$ cat src/rtl/mini_cpu_param_if.sv
// Display handshake bundle between the CPU (master) and a display controller (slave).
interface mini_cpu_param_if #(
    parameter int DATA_W = 16,
    parameter int REG_AW = 4
);
    logic              disp_valid;
    logic              disp_ready;
    logic [2:0]        disp_opcode;
    logic [REG_AW-1:0] disp_reg;
    logic [DATA_W-1:0] disp_value;

    modport master (
        output disp_valid,
        output disp_opcode,
        output disp_reg,
        output disp_value,
        input  disp_ready
    );

    modport slave (
        input  disp_valid,
        input  disp_opcode,
        input  disp_reg,
        input  disp_value,
        output disp_ready
    );
endinterface

$ cat src/rtl/mini_cpu_param.sv
// Button-driven mini CPU: one instruction per press of an active-low button,
// small register file, sequential shift-add multiplier and a valid/ready
// display record carrying the outcome of each instruction.
module mini_cpu_param #(
    parameter int DATA_W  = 16,
    parameter int NREGS   = 16,
    parameter int INSTR_W = 18
) (
    input  logic               clk,
    input  logic               ligar,
    input  logic               enviar,
    input  logic [INSTR_W-1:0] instr,
    mini_cpu_param_if.master   disp,
    output logic               busy,
    output logic               ovf,
    output logic [15:0]        instr_count
);
    localparam int REG_AW = $clog2(NREGS);
    localparam int L      = INSTR_W - 3 - 2 * REG_AW;
    localparam int CNT_W  = $clog2(DATA_W + 1);

    typedef enum logic [2:0] {
        OP_LOAD, OP_ADD, OP_ADDI, OP_SUB, OP_SUBI, OP_MUL, OP_CLEAR, OP_DISPLAY
    } opcode_t;

    typedef enum logic [2:0] {
        IDLE, EXEC, MUL_ITER, WRITE, DISP, RELEASE
    } state_t;

    state_t              state_q;
    logic [1:0]          sync_q;
    logic [INSTR_W-1:0]  instr_q;
    logic [DATA_W-1:0]   regs_q [NREGS];
    logic [DATA_W-1:0]   opA_q, opB_q;
    logic [2*DATA_W-1:0] mulAcc_q, mulMcand_q;
    logic [DATA_W-1:0]   mulMplier_q;
    logic [CNT_W-1:0]    mulCnt_q;
    logic                mulNeg_q;
    logic                dispValid_q;
    logic [2:0]          dispOpcode_q;
    logic [REG_AW-1:0]   dispReg_q;
    logic [DATA_W-1:0]   dispValue_q;
    logic                busy_q, ovf_q;
    logic [15:0]         count_q;

    logic                enviarSync;
    opcode_t             op;
    logic [REG_AW-1:0]   rd, rs1, rs2;
    logic [L-1:0]        field;
    logic [DATA_W-1:0]   immMag, imm, rs1Val, rs2Val, absA, absImm;
    logic [2*DATA_W-1:0] mulProd;
    logic [DATA_W-1:0]   result_d, wrVal_d;
    logic                ovf_d;

    assign enviarSync = sync_q[1];
    assign op     = opcode_t'(instr_q[INSTR_W-1 -: 3]);
    assign rd     = instr_q[INSTR_W-4 -: REG_AW];
    assign rs1    = instr_q[INSTR_W-4-REG_AW -: REG_AW];
    assign field  = instr_q[L-1:0];
    assign rs2    = field[L-1 -: REG_AW];
    assign immMag = DATA_W'(field[L-2:0]);
    assign imm    = field[L-1] ? -immMag : immMag;
    assign absA   = rs1Val[DATA_W-1] ? -rs1Val : rs1Val;
    assign absImm = imm[DATA_W-1] ? -imm : imm;
    assign mulProd = mulNeg_q ? -mulAcc_q : mulAcc_q;

    // Register file read; indices outside the implemented range read as zero
    always_comb begin
        rs1Val = '0;
        rs2Val = '0;
        for (int i = 0; i < NREGS; i++) begin
            if (rs1 == REG_AW'(i)) rs1Val = regs_q[i];
            if (rs2 == REG_AW'(i)) rs2Val = regs_q[i];
        end
    end

    // Result and signed-overflow computation from the operands latched in EXEC
    always_comb begin
        result_d = '0;
        ovf_d    = ovf_q;
        case (op)
            OP_ADD, OP_ADDI: begin
                result_d = opA_q + opB_q;
                ovf_d    = (opA_q[DATA_W-1] == opB_q[DATA_W-1]) &&
                           (result_d[DATA_W-1] != opA_q[DATA_W-1]);
            end
            OP_SUB, OP_SUBI: begin
                result_d = opA_q - opB_q;
                ovf_d    = (opA_q[DATA_W-1] != opB_q[DATA_W-1]) &&
                           (result_d[DATA_W-1] != opA_q[DATA_W-1]);
            end
            OP_MUL: begin
                result_d = mulProd[DATA_W-1:0];
                ovf_d    = mulProd[2*DATA_W-1:DATA_W] != {DATA_W{mulProd[DATA_W-1]}};
            end
            default: begin
                result_d = '0;
                ovf_d    = ovf_q;
            end
        endcase
        wrVal_d = (op == OP_LOAD) ? opB_q : result_d;
    end

    // Two-flop synchronizer for the asynchronous, active-low button
    always_ff @(posedge clk or negedge ligar) begin
        if (!ligar) sync_q <= 2'b11;
        else        sync_q <= {sync_q[0], enviar};
    end

    // Main control FSM, datapath registers and registered outputs
    always_ff @(posedge clk or negedge ligar) begin
        if (!ligar) begin
            state_q      <= IDLE;
            instr_q      <= '0;
            for (int i = 0; i < NREGS; i++) regs_q[i] <= '0;
            opA_q        <= '0;
            opB_q        <= '0;
            mulAcc_q     <= '0;
            mulMcand_q   <= '0;
            mulMplier_q  <= '0;
            mulCnt_q     <= '0;
            mulNeg_q     <= 1'b0;
            dispValid_q  <= 1'b0;
            dispOpcode_q <= '0;
            dispReg_q    <= '0;
            dispValue_q  <= '0;
            busy_q       <= 1'b0;
            ovf_q        <= 1'b0;
            count_q      <= '0;
        end else begin
            case (state_q)
                IDLE: begin
                    if (!enviarSync) begin
                        instr_q <= instr;
                        busy_q  <= 1'b1;
                        state_q <= EXEC;
                    end
                end
                EXEC: begin
                    opA_q       <= rs1Val;
                    opB_q       <= (op == OP_ADD || op == OP_SUB) ? rs2Val : imm;
                    mulAcc_q    <= '0;
                    mulMcand_q  <= {{DATA_W{1'b0}}, absA};
                    mulMplier_q <= absImm;
                    mulCnt_q    <= '0;
                    mulNeg_q    <= rs1Val[DATA_W-1] ^ imm[DATA_W-1];
                    state_q     <= (op == OP_MUL) ? MUL_ITER : WRITE;
                end
                MUL_ITER: begin
                    if (mulMplier_q[0]) mulAcc_q <= mulAcc_q + mulMcand_q;
                    mulMcand_q  <= mulMcand_q << 1;
                    mulMplier_q <= mulMplier_q >> 1;
                    mulCnt_q    <= mulCnt_q + 1'b1;
                    if (mulCnt_q == CNT_W'(DATA_W - 1)) state_q <= WRITE;
                end
                WRITE: begin
                    case (op)
                        OP_CLEAR: begin
                            for (int i = 0; i < NREGS; i++) regs_q[i] <= '0;
                            ovf_q <= 1'b0;
                        end
                        OP_DISPLAY: ;
                        OP_LOAD: begin
                            for (int i = 0; i < NREGS; i++)
                                if (rd == REG_AW'(i)) regs_q[i] <= wrVal_d;
                        end
                        default: begin
                            for (int i = 0; i < NREGS; i++)
                                if (rd == REG_AW'(i)) regs_q[i] <= wrVal_d;
                            ovf_q <= ovf_d;
                        end
                    endcase
                    dispValid_q  <= 1'b1;
                    dispOpcode_q <= op;
                    dispReg_q    <= (op == OP_DISPLAY) ? rs1 : rd;
                    case (op)
                        OP_DISPLAY: dispValue_q <= opA_q;
                        OP_CLEAR:   dispValue_q <= '0;
                        default:    dispValue_q <= wrVal_d;
                    endcase
                    count_q <= count_q + 16'd1;
                    state_q <= DISP;
                end
                DISP: begin
                    if (disp.disp_ready) begin
                        dispValid_q <= 1'b0;
                        state_q     <= RELEASE;
                    end
                end
                RELEASE: begin
                    if (enviarSync) begin
                        busy_q  <= 1'b0;
                        state_q <= IDLE;
                    end
                end
                default: begin
                    busy_q  <= 1'b0;
                    state_q <= IDLE;
                end
            endcase
        end
    end

    assign disp.disp_valid  = dispValid_q;
    assign disp.disp_opcode = dispOpcode_q;
    assign disp.disp_reg    = dispReg_q;
    assign disp.disp_value  = dispValue_q;
    assign busy        = busy_q;
    assign ovf         = ovf_q;
    assign instr_count = count_q;
endmodule

$ cat src/flat_wrapper.sv
// flat-port wrapper written by rule: the top's interface ports become plain ports
module mini_cpu_param_flat 
#(
    parameter int DATA_W  = 16,
    parameter int NREGS   = 16,
    parameter int INSTR_W = 18
)
  (clk, ligar, enviar, instr, busy, ovf, instr_count, disp_disp_valid, disp_disp_opcode, disp_disp_reg, disp_disp_value, disp_disp_ready);
  mini_cpu_param_if #(.DATA_W(DATA_W), .REG_AW(4)) disp_i ();
  input  logic clk;
  input  logic ligar;
  input  logic enviar;
  input  logic [INSTR_W-1:0] instr;
  output logic busy;
  output logic ovf;
  output logic [15:0] instr_count;
  output wire logic [$bits(disp_i.disp_valid)-1:0] disp_disp_valid;
  output wire logic [$bits(disp_i.disp_opcode)-1:0] disp_disp_opcode;
  output wire logic [$bits(disp_i.disp_reg)-1:0] disp_disp_reg;
  output wire logic [$bits(disp_i.disp_value)-1:0] disp_disp_value;
  input wire logic [$bits(disp_i.disp_ready)-1:0] disp_disp_ready;
  assign disp_disp_valid = disp_i.disp_valid;
  assign disp_disp_opcode = disp_i.disp_opcode;
  assign disp_disp_reg = disp_i.disp_reg;
  assign disp_disp_value = disp_i.disp_value;
  assign disp_i.disp_ready = disp_disp_ready;
  mini_cpu_param #(.DATA_W(DATA_W), .NREGS(NREGS), .INSTR_W(INSTR_W)) u_core (.clk(clk), .ligar(ligar), .enviar(enviar), .instr(instr), .disp(disp_i), .busy(busy), .ovf(ovf), .instr_count(instr_count));
endmodule
$ cat config.mk
export PLATFORM = sky130hd
export DESIGN_NAME = mini_cpu_param_flat
export DESIGN_NICKNAME = d
export VERILOG_FILES = /design/src/rtl/mini_cpu_param_if.sv /design/src/rtl/mini_cpu_param.sv /design/src/flat_wrapper.sv
export SDC_FILE = /design/constraint.sdc
export NUM_CORES = 1
export LEC_CHECK = 0
export ABC_AREA = 1
export BUFFER_PORTS_ARGS = -buffer_cell sky130_fd_sc_hd__buf_2
export CAP_MARGIN = 5
export CORE_MARGIN = 2
export CORE_UTILIZATION = 40
export CTS_BUF_LIST = sky130_fd_sc_hd__clkbuf_2
export CTS_CLUSTER_SIZE = 14
export DETAILED_ROUTE_END_ITERATION = 16
export PLACE_DENSITY = 0.63
export SLEW_MARGIN = 20
export SYNTH_ARGS = -nofsm -noshare
export SYNTH_HDL_FRONTEND = slang
export SYNTH_SLANG_ARGS = --single-unit
$ cat constraint.sdc
create_clock -name clk -period 4.6 [get_ports clk]
set_input_delay 0.23 -clock clk [delete_from_list [all_inputs] [get_ports clk]]
set_output_delay 0.23 -clock clk [all_outputs]
set_load 0.01 [all_outputs]
==> flow_summary.json, run 1 <==
{
  "grt-ovfl-total": 0,
  "synthCells": 3436,
  "holdCritPathClass": "in2async",
  "crit_path_start_kind": "register",
  "ys_top_cells_by_area": "dfrtp_1, nand2_1, o21ai_0",
  "use_met2_pct": 40.6,
  "vdd_ir_drop_max_uv": 417,
  "critPathMaxFanout": 16,
  "tns_ns": 0,
  "area_growth_pct": 11.8,
  "grt_max_degree": 114,
  "num_vias": 24400,
  "power_mw": 23.6,
  "tightest_slew_ns": 1.04,
  "use_met1_pct": 36.8,
  "h-tree-depth": 3,
  "crit_chain": "nor2_2 > nand2_1 > or2_2 > nand2_1 > nand4_1 > nor2_1 > nand4_1 > inv_1 > ha_1 > nand4_1 > nor2_1 > nand3_1 > nand2_1 > nand3_1 > nand3_1 > nand2_1",
  "path_delay_family": "simple AND/OR/NAND/NOR gates",
  "cpMostUsedCell": "nand2_1",
  "antenna_found_initial": 2,
  "place_congestion": 0.971,
  "utilization_pct": 45.2,
  "yosysSeqAreaShare_pct": 43.1,
  "die_w_um": 256,
  "slowest_delay_ns": 0.69,
  "layout_min_cycle_time_ns": 3.75,
  "instances_no_fill": 4540,
  "place_ws_ns": 0.958,
  "path_class": "reg2reg",
  "synthFlopType": "dfrtp_1",
  "post-route-period-util_pct": 81.6,
  "cts-root-buf": "clkbuf_2",
  "hpwl_um": 62500,
  "netlist_area_um2": 25500,
  "status": "finished clean",
  "crit_buf_inv": 1,
  "wirelength_um": 86400,
  "post_drt_wl_per_cell_um": 19.0,
  "grt_pass1_vias": 23200,
  "synth_top_area_cell": "dfrtp_1",
  "yosysMostFrequentCell": "nand2_1",
  "grt_usage_pct": 26.2,
  "r2r_setup_slack_ns": 0.85,
  "synth-seq-cells": 439,
  "top_register": "u_core.regs_q",
  "yosys.area.top_type_share_pct": 42.9,
  "finalNetCount": 3695,
  "rsz0062_at_grt": "no",
  "dieArea_um2": 65800,
  "power_density_nw_per_um2": 830,
  "drtIter0Drc": 2392,
  "cts_made_buffers": 117,
  "gr-usage-met3_pct": 4.41,
  "max-clock-path-buffers": 3,
  "synth_edf_count": 0,
  "max-cap-violations": 0,
  "reg.largest.list": "u_core.regs_q (256), u_core.mulAcc_q (32), u_core.mulMcand_q (32)",
  "placed_area_um2": 27000,
  "setup-violations-final": 0,
  "final_area_um2": 28500,
  "layout-drive-gt1-share_pct": 11.8,
  "cp-end-kind": "register",
  "cp_slowest_cell": "nor2_2",
  "p_leak_nw": 13.5,
  "fin_hold_ws_ns": 0.235,
  "dr.pass1.iters": 8,
  "viasPerCell": 5.38,
  "ys_warn_count": 0,
  "place_inst": 4285,
  "grt_pass1_wl_um": 135000,
  "core-area_um2": 63100,
  "antenna_left": 0,
  "die_h_um": 256,
  "clock_skew_ns": 0.146,
  "avgSynthCellArea_um2": 7.42,
  "clkTransAtPathRegs_ns": 0.11,
  "route.detailed.drc": 0,
  "grt.busiest_layer": "met2",
  "fmax_ghz": 0.266,
  "timing.final.ws_setup_ns": 0.847,
  "required_ns": 5.64,
  "largest_register_ffs": 256,
  "worst-endpoint-arrival_ns": 4.79,
  "ios": 64,
  "initial_utilization_pct": 40.4,
  "report.final.slew_viol_count": 0,
  "insertion_delay_ns": 1.28,
  "yosys-top-cells-count": "nand2_1, dfrtp_1, inv_1",
  "cts_tree": "done",
  "portBuffers": 63,
  "cts.sinks": 439,
  "num_rows": 92,
  "synth_nets": 3530,
  "yosysUniqueCellTypes": 58,
  "hold_violations": 0,
  "slew-limit-headroom_pct": 30.4,
  "async_flop_share_pct": 100
}
[cell type report]
class                   instances  area [um2]
well taps                     846        1060
repair buffers                184        1400
multi-input cells            2433       12400
inverters                     426        1600
flip-flops and latches        439       11000
diodes                          4        10.0
clock buffers                 174         871
fillers                      6550       34600
clock inverters                34         185
[per-layer routing]
metal	routed length [um]	part of all wire (%)	up-vias
met2	38900	45	974
met1	38500	45	11500
met3	6290	7.3	176
met5	0	0	-
met4	2680	3.1	0
li1	-	-	11800
[report_power, final]
group / switching [mW] / total (mW) / internal [mW]
registers: 1.18 / 6.57 / 5.39
clock network: 1.78 / 2.82 / 1.05
logic: 10.1 / 14.2 / 4.14
total: 13.1 / 23.6 / 10.6
[cell usage in the layout, fill, tap and decap left out, types with 4 or more instances in the layout]
cell           netlist  layout
a21o_1               4       4
a21oi_1            313     313
a22oi_1             10      10
buf_2               33      62
buf_4                2      75
clkbuf_2             1     174
clkinv_1             8      31
clkinv_2             0       4
dfrtp_1            437     437
diode_2              0       4
dlygate4sd3_1        0      42
ha_1                69      69
inv_1              405     405
inv_2               13      13
inv_6                0       4
mux2_2              50      50
nand2_1            757     756
nand2_2              3       4
nand3_1            163     163
nand3b_1             8       8
nand4_1             90      90
nor2_1             392     384
nor2_2              14      21
nor3_1              42      40
nor4_1               7       7
o2111ai_1           15      14
o211ai_1            13      13
o21ai_0            316     316
o21ai_1              7       7
o21bai_1             7       7
o221ai_1            13      13
o22ai_1             53      53
or2_2                6       6
xnor2_1              4       4
xor2_1              40      40
[tightest hold or removal path: cells and delay by family]
kind | cells | cell delay (ns)
buffers and inverters | 4 | 1.69
[cell families after synthesis]
family / count (synthesis) / synth area share (%)
simple gates: 1491 / 24.4
compound gates: 776 / 16.6
buf+inv: 564 / 8.53
flops: 439 / 43.1
fa+ha+maj: 72 / 3.62
mux: 50 / 2.21
xor+xnor: 44 / 1.51
[final timing paths]
| check | from | to | depth (start not counted) |
|---|---|---|---|
| worst max register to register | u_core.instr_q[8] | u_core.mulMcand_q[10] | 16 |
| worst min-delay path | ligar | u_core.regs_q[209] | 4 |
| worst min register to register | u_core.sync_q[0] | u_core.sync_q[1] | 0 |
| max in group asynchronous | ligar | u_core.regs_q[140] | 4 |
| min in group clk | enviar | u_core.sync_q[0] | 3 |
| worst max-delay path | u_core.instr_q[8] | u_core.mulMcand_q[10] | 16 |
[repair_timing]
item                                    4_1_cts  5_1_grt
buffers inserted                              0        0
hold buffers                                 43        0
endpoints found under the setup margin        0        0
resized for setup                             0        0
endpoints found under the hold margin       461        0
Power figures use the tool's default switching activity.
==> inputs of run 2 (changes only) <==
- clock period: 4.6 -> 3.5 ns (I/O delays scaled with it)
==> run 2 against run 1 <==
Critical path type unchanged. Combinational power rose by 35%. Critical endpoint is now u_core.opB_q[10]. Routed wire length rose by 1.9%. Sequential share of layout area fell by 0.54 points. Register-to-register slack got worse by 0.66 ns.
==> flow_summary.json, run 2 (synthesis results as in run 1) <==
{
  "status": "finished clean",
  "cts_tree": "done",
  "grt-ovfl-total": 0,
  "largest_register_ffs": 256,
  "worst_r2r_endpoint": "u_core.opB_q[10]",
  "cp-end-kind": "register",
  "hpwl_um": 64600,
  "drtIter0Drc": 2263,
  "num_vias": 24700,
  "finalNetCount": 3738,
  "area_growth_pct": 13.4,
  "grt_pass1_vias": 23700,
  "rsz0062_at_grt": "no",
  "grt_max_degree": 80,
  "h-tree-depth": 3,
  "max-clock-path-buffers": 3,
  "r2r_setup_slack_ns": 0.19,
  "grt_pass1_wl_um": 138000,
  "critPathMaxFanout": 11,
  "setup-violations-final": 0,
  "fmax_ghz": 0.302,
  "slowest_delay_ns": 0.53,
  "insertion_delay_ns": 1.31,
  "place_congestion": 0.979,
  "cpMostUsedCell": "buf_4",
  "ios": 64,
  "tightest_slew_ns": 1.07,
  "top_register": "u_core.regs_q",
  "cts_made_buffers": 119,
  "hold_violations": 0,
  "max-cap-violations": 0,
  "die_h_um": 256,
  "grt_usage_pct": 26.7,
  "reg2reg_from": "u_core.instr_q[6]",
  "reg.largest.list": "u_core.regs_q (256), u_core.mulAcc_q (32), u_core.mulMcand_q (32)",
  "dieArea_um2": 65800,
  "crit_path_start_kind": "register",
  "cts.sinks": 439,
  "route.detailed.drc": 0,
  "place_ws_ns": 0.227,
  "worst-endpoint-arrival_ns": 4.38,
  "ff2ff_path_depth": 16,
  "dr.pass1.iters": 6,
  "layout_common_cells": "nand2_1, dfrtp_1, inv_1",
  "portBuffers": 63,
  "report.final.slew_viol_count": 0,
  "path_class": "reg2reg",
  "clock_skew_ns": 0.140,
  "die_w_um": 256,
  "final_area_um2": 28900,
  "antenna_found_initial": 2,
  "viasPerCell": 5.40,
  "slew-limit-headroom_pct": 28.4,
  "holdCritPathClass": "in2async",
  "final_common_cell": "nand2_1",
  "layout-drive-gt1-share_pct": 13.1,
  "timing.final.ws_setup_ns": 0.192,
  "tns_ns": 0,
  "power_density_nw_per_um2": 1090,
  "vdd_ir_drop_max_uv": 646,
  "crit_chain": "nor2_1 > buf_4 > nand2_1 > buf_4 > buf_4 > o22ai_1 > a21oi_1 > o21ai_0 > a21oi_1 > nand4_1 > o21ai_0 > nand3_1 > nor3_1 > nand4_1 > nand2_1 > a22oi_1",
  "cts-root-buf": "clkbuf_2",
  "num_rows": 92,
  "required_ns": 4.57,
  "cts_setup_buffers": 0,
  "antenna_left": 0,
  "clkTransAtPathRegs_ns": 0.11,
  "post-route-period-util_pct": 94.5,
  "layout_min_cycle_time_ns": 3.31,
  "initial_utilization_pct": 40.4,
  "core-area_um2": 63100,
  "placed_area_um2": 27400,
  "post_drt_wl_per_cell_um": 19.2,
  "cp_slowest_cell": "dfrtp_1",
  "wirelength_um": 88000,
  "p_leak_nw": 13.7
}
[run 2: cell count changes in the layout (fill, tap and decap cells not counted), moves of 3 or more]
cell / change
buf_12: +6
buf_4: +35
clkinv_1: -7
clkbuf_2: +9
inv_6: -3
clkinv_2: -3
[run 2: worst max-delay path by stage]
stage,startpoint,end
final,u_core.instr_q[6],u_core.opB_q[10]
after CTS,u_core.instr_q[7],u_core.mulMcand_q[12]
after detailed placement,u_core.instr_q[8],u_core.mulMcand_q[12]
after global placement,u_core.opB_q[6],u_core.ovf
after floorplan,u_core.opA_q[0],u_core.regs_q[158]
after global routing,u_core.instr_q[10],u_core.mulMcand_q[10]
[run 2: layout make-up]
cell class | count | area, um2
multi-input combinational | 2433 | 12400
antenna | 4 | 10.0
clock inverter | 24 | 161
tap | 846 | 1060
sequential | 439 | 11000
inverter | 426 | 1600
timing repair buffer | 225 | 1780
fill | 6485 | 34200
clock buffer | 183 | 916
[run 2: per-stage QoR]
stage	power (mW)	util (%)	instances	hold slack, ns
after detailed placement	27.4	43.4	4326	0.217
final	31.5	45.8	4580	0.0905
after floorplan	20.0	-	3436	-0.121
after global routing	34.0	45.8	4580	0.0555
after global placement	27.3	43.4	4326	0.222
after CTS	31.3	45.8	4576	0.0116
[run 2: per-layer routing]
layer / up-vias / routed length (um) / track usage (%)
li1: 11800 / - / -
met2: 945 / 40200 / 41.9
met4: 0 / 2300 / 8.54
met5: - / 0 / 0
met1: 11800 / 39100 / 37.3
met3: 151 / 6470 / 4.97
[run 2: power breakdown]
part / switching (mW) / total [mW] / leakage, nW / internal, mW
clock: 2.34 / 3.77 / 0.833 / 1.43
combinational: 13.3 / 19.1 / 7.36 / 5.80
sequential: 1.55 / 8.64 / 5.54 / 7.09
total: 17.2 / 31.5 / 13.7 / 14.3
[run 2: worst max-delay path: cells and delay by family (launching register included)]
family                 cells  cell delay, ns
buffers and inverters      3            0.53
AOI/OAI and AO/OA          6            0.78
DFF                        1            0.53
and+or+nand+nor            7            1.26
[run 2: what timing repair did]
action	4_1_cts	5_1_grt
hold buffers	43	0
endpoints found under the setup margin	0	9
hold endpoints to repair	461	0
resized for setup	0	6
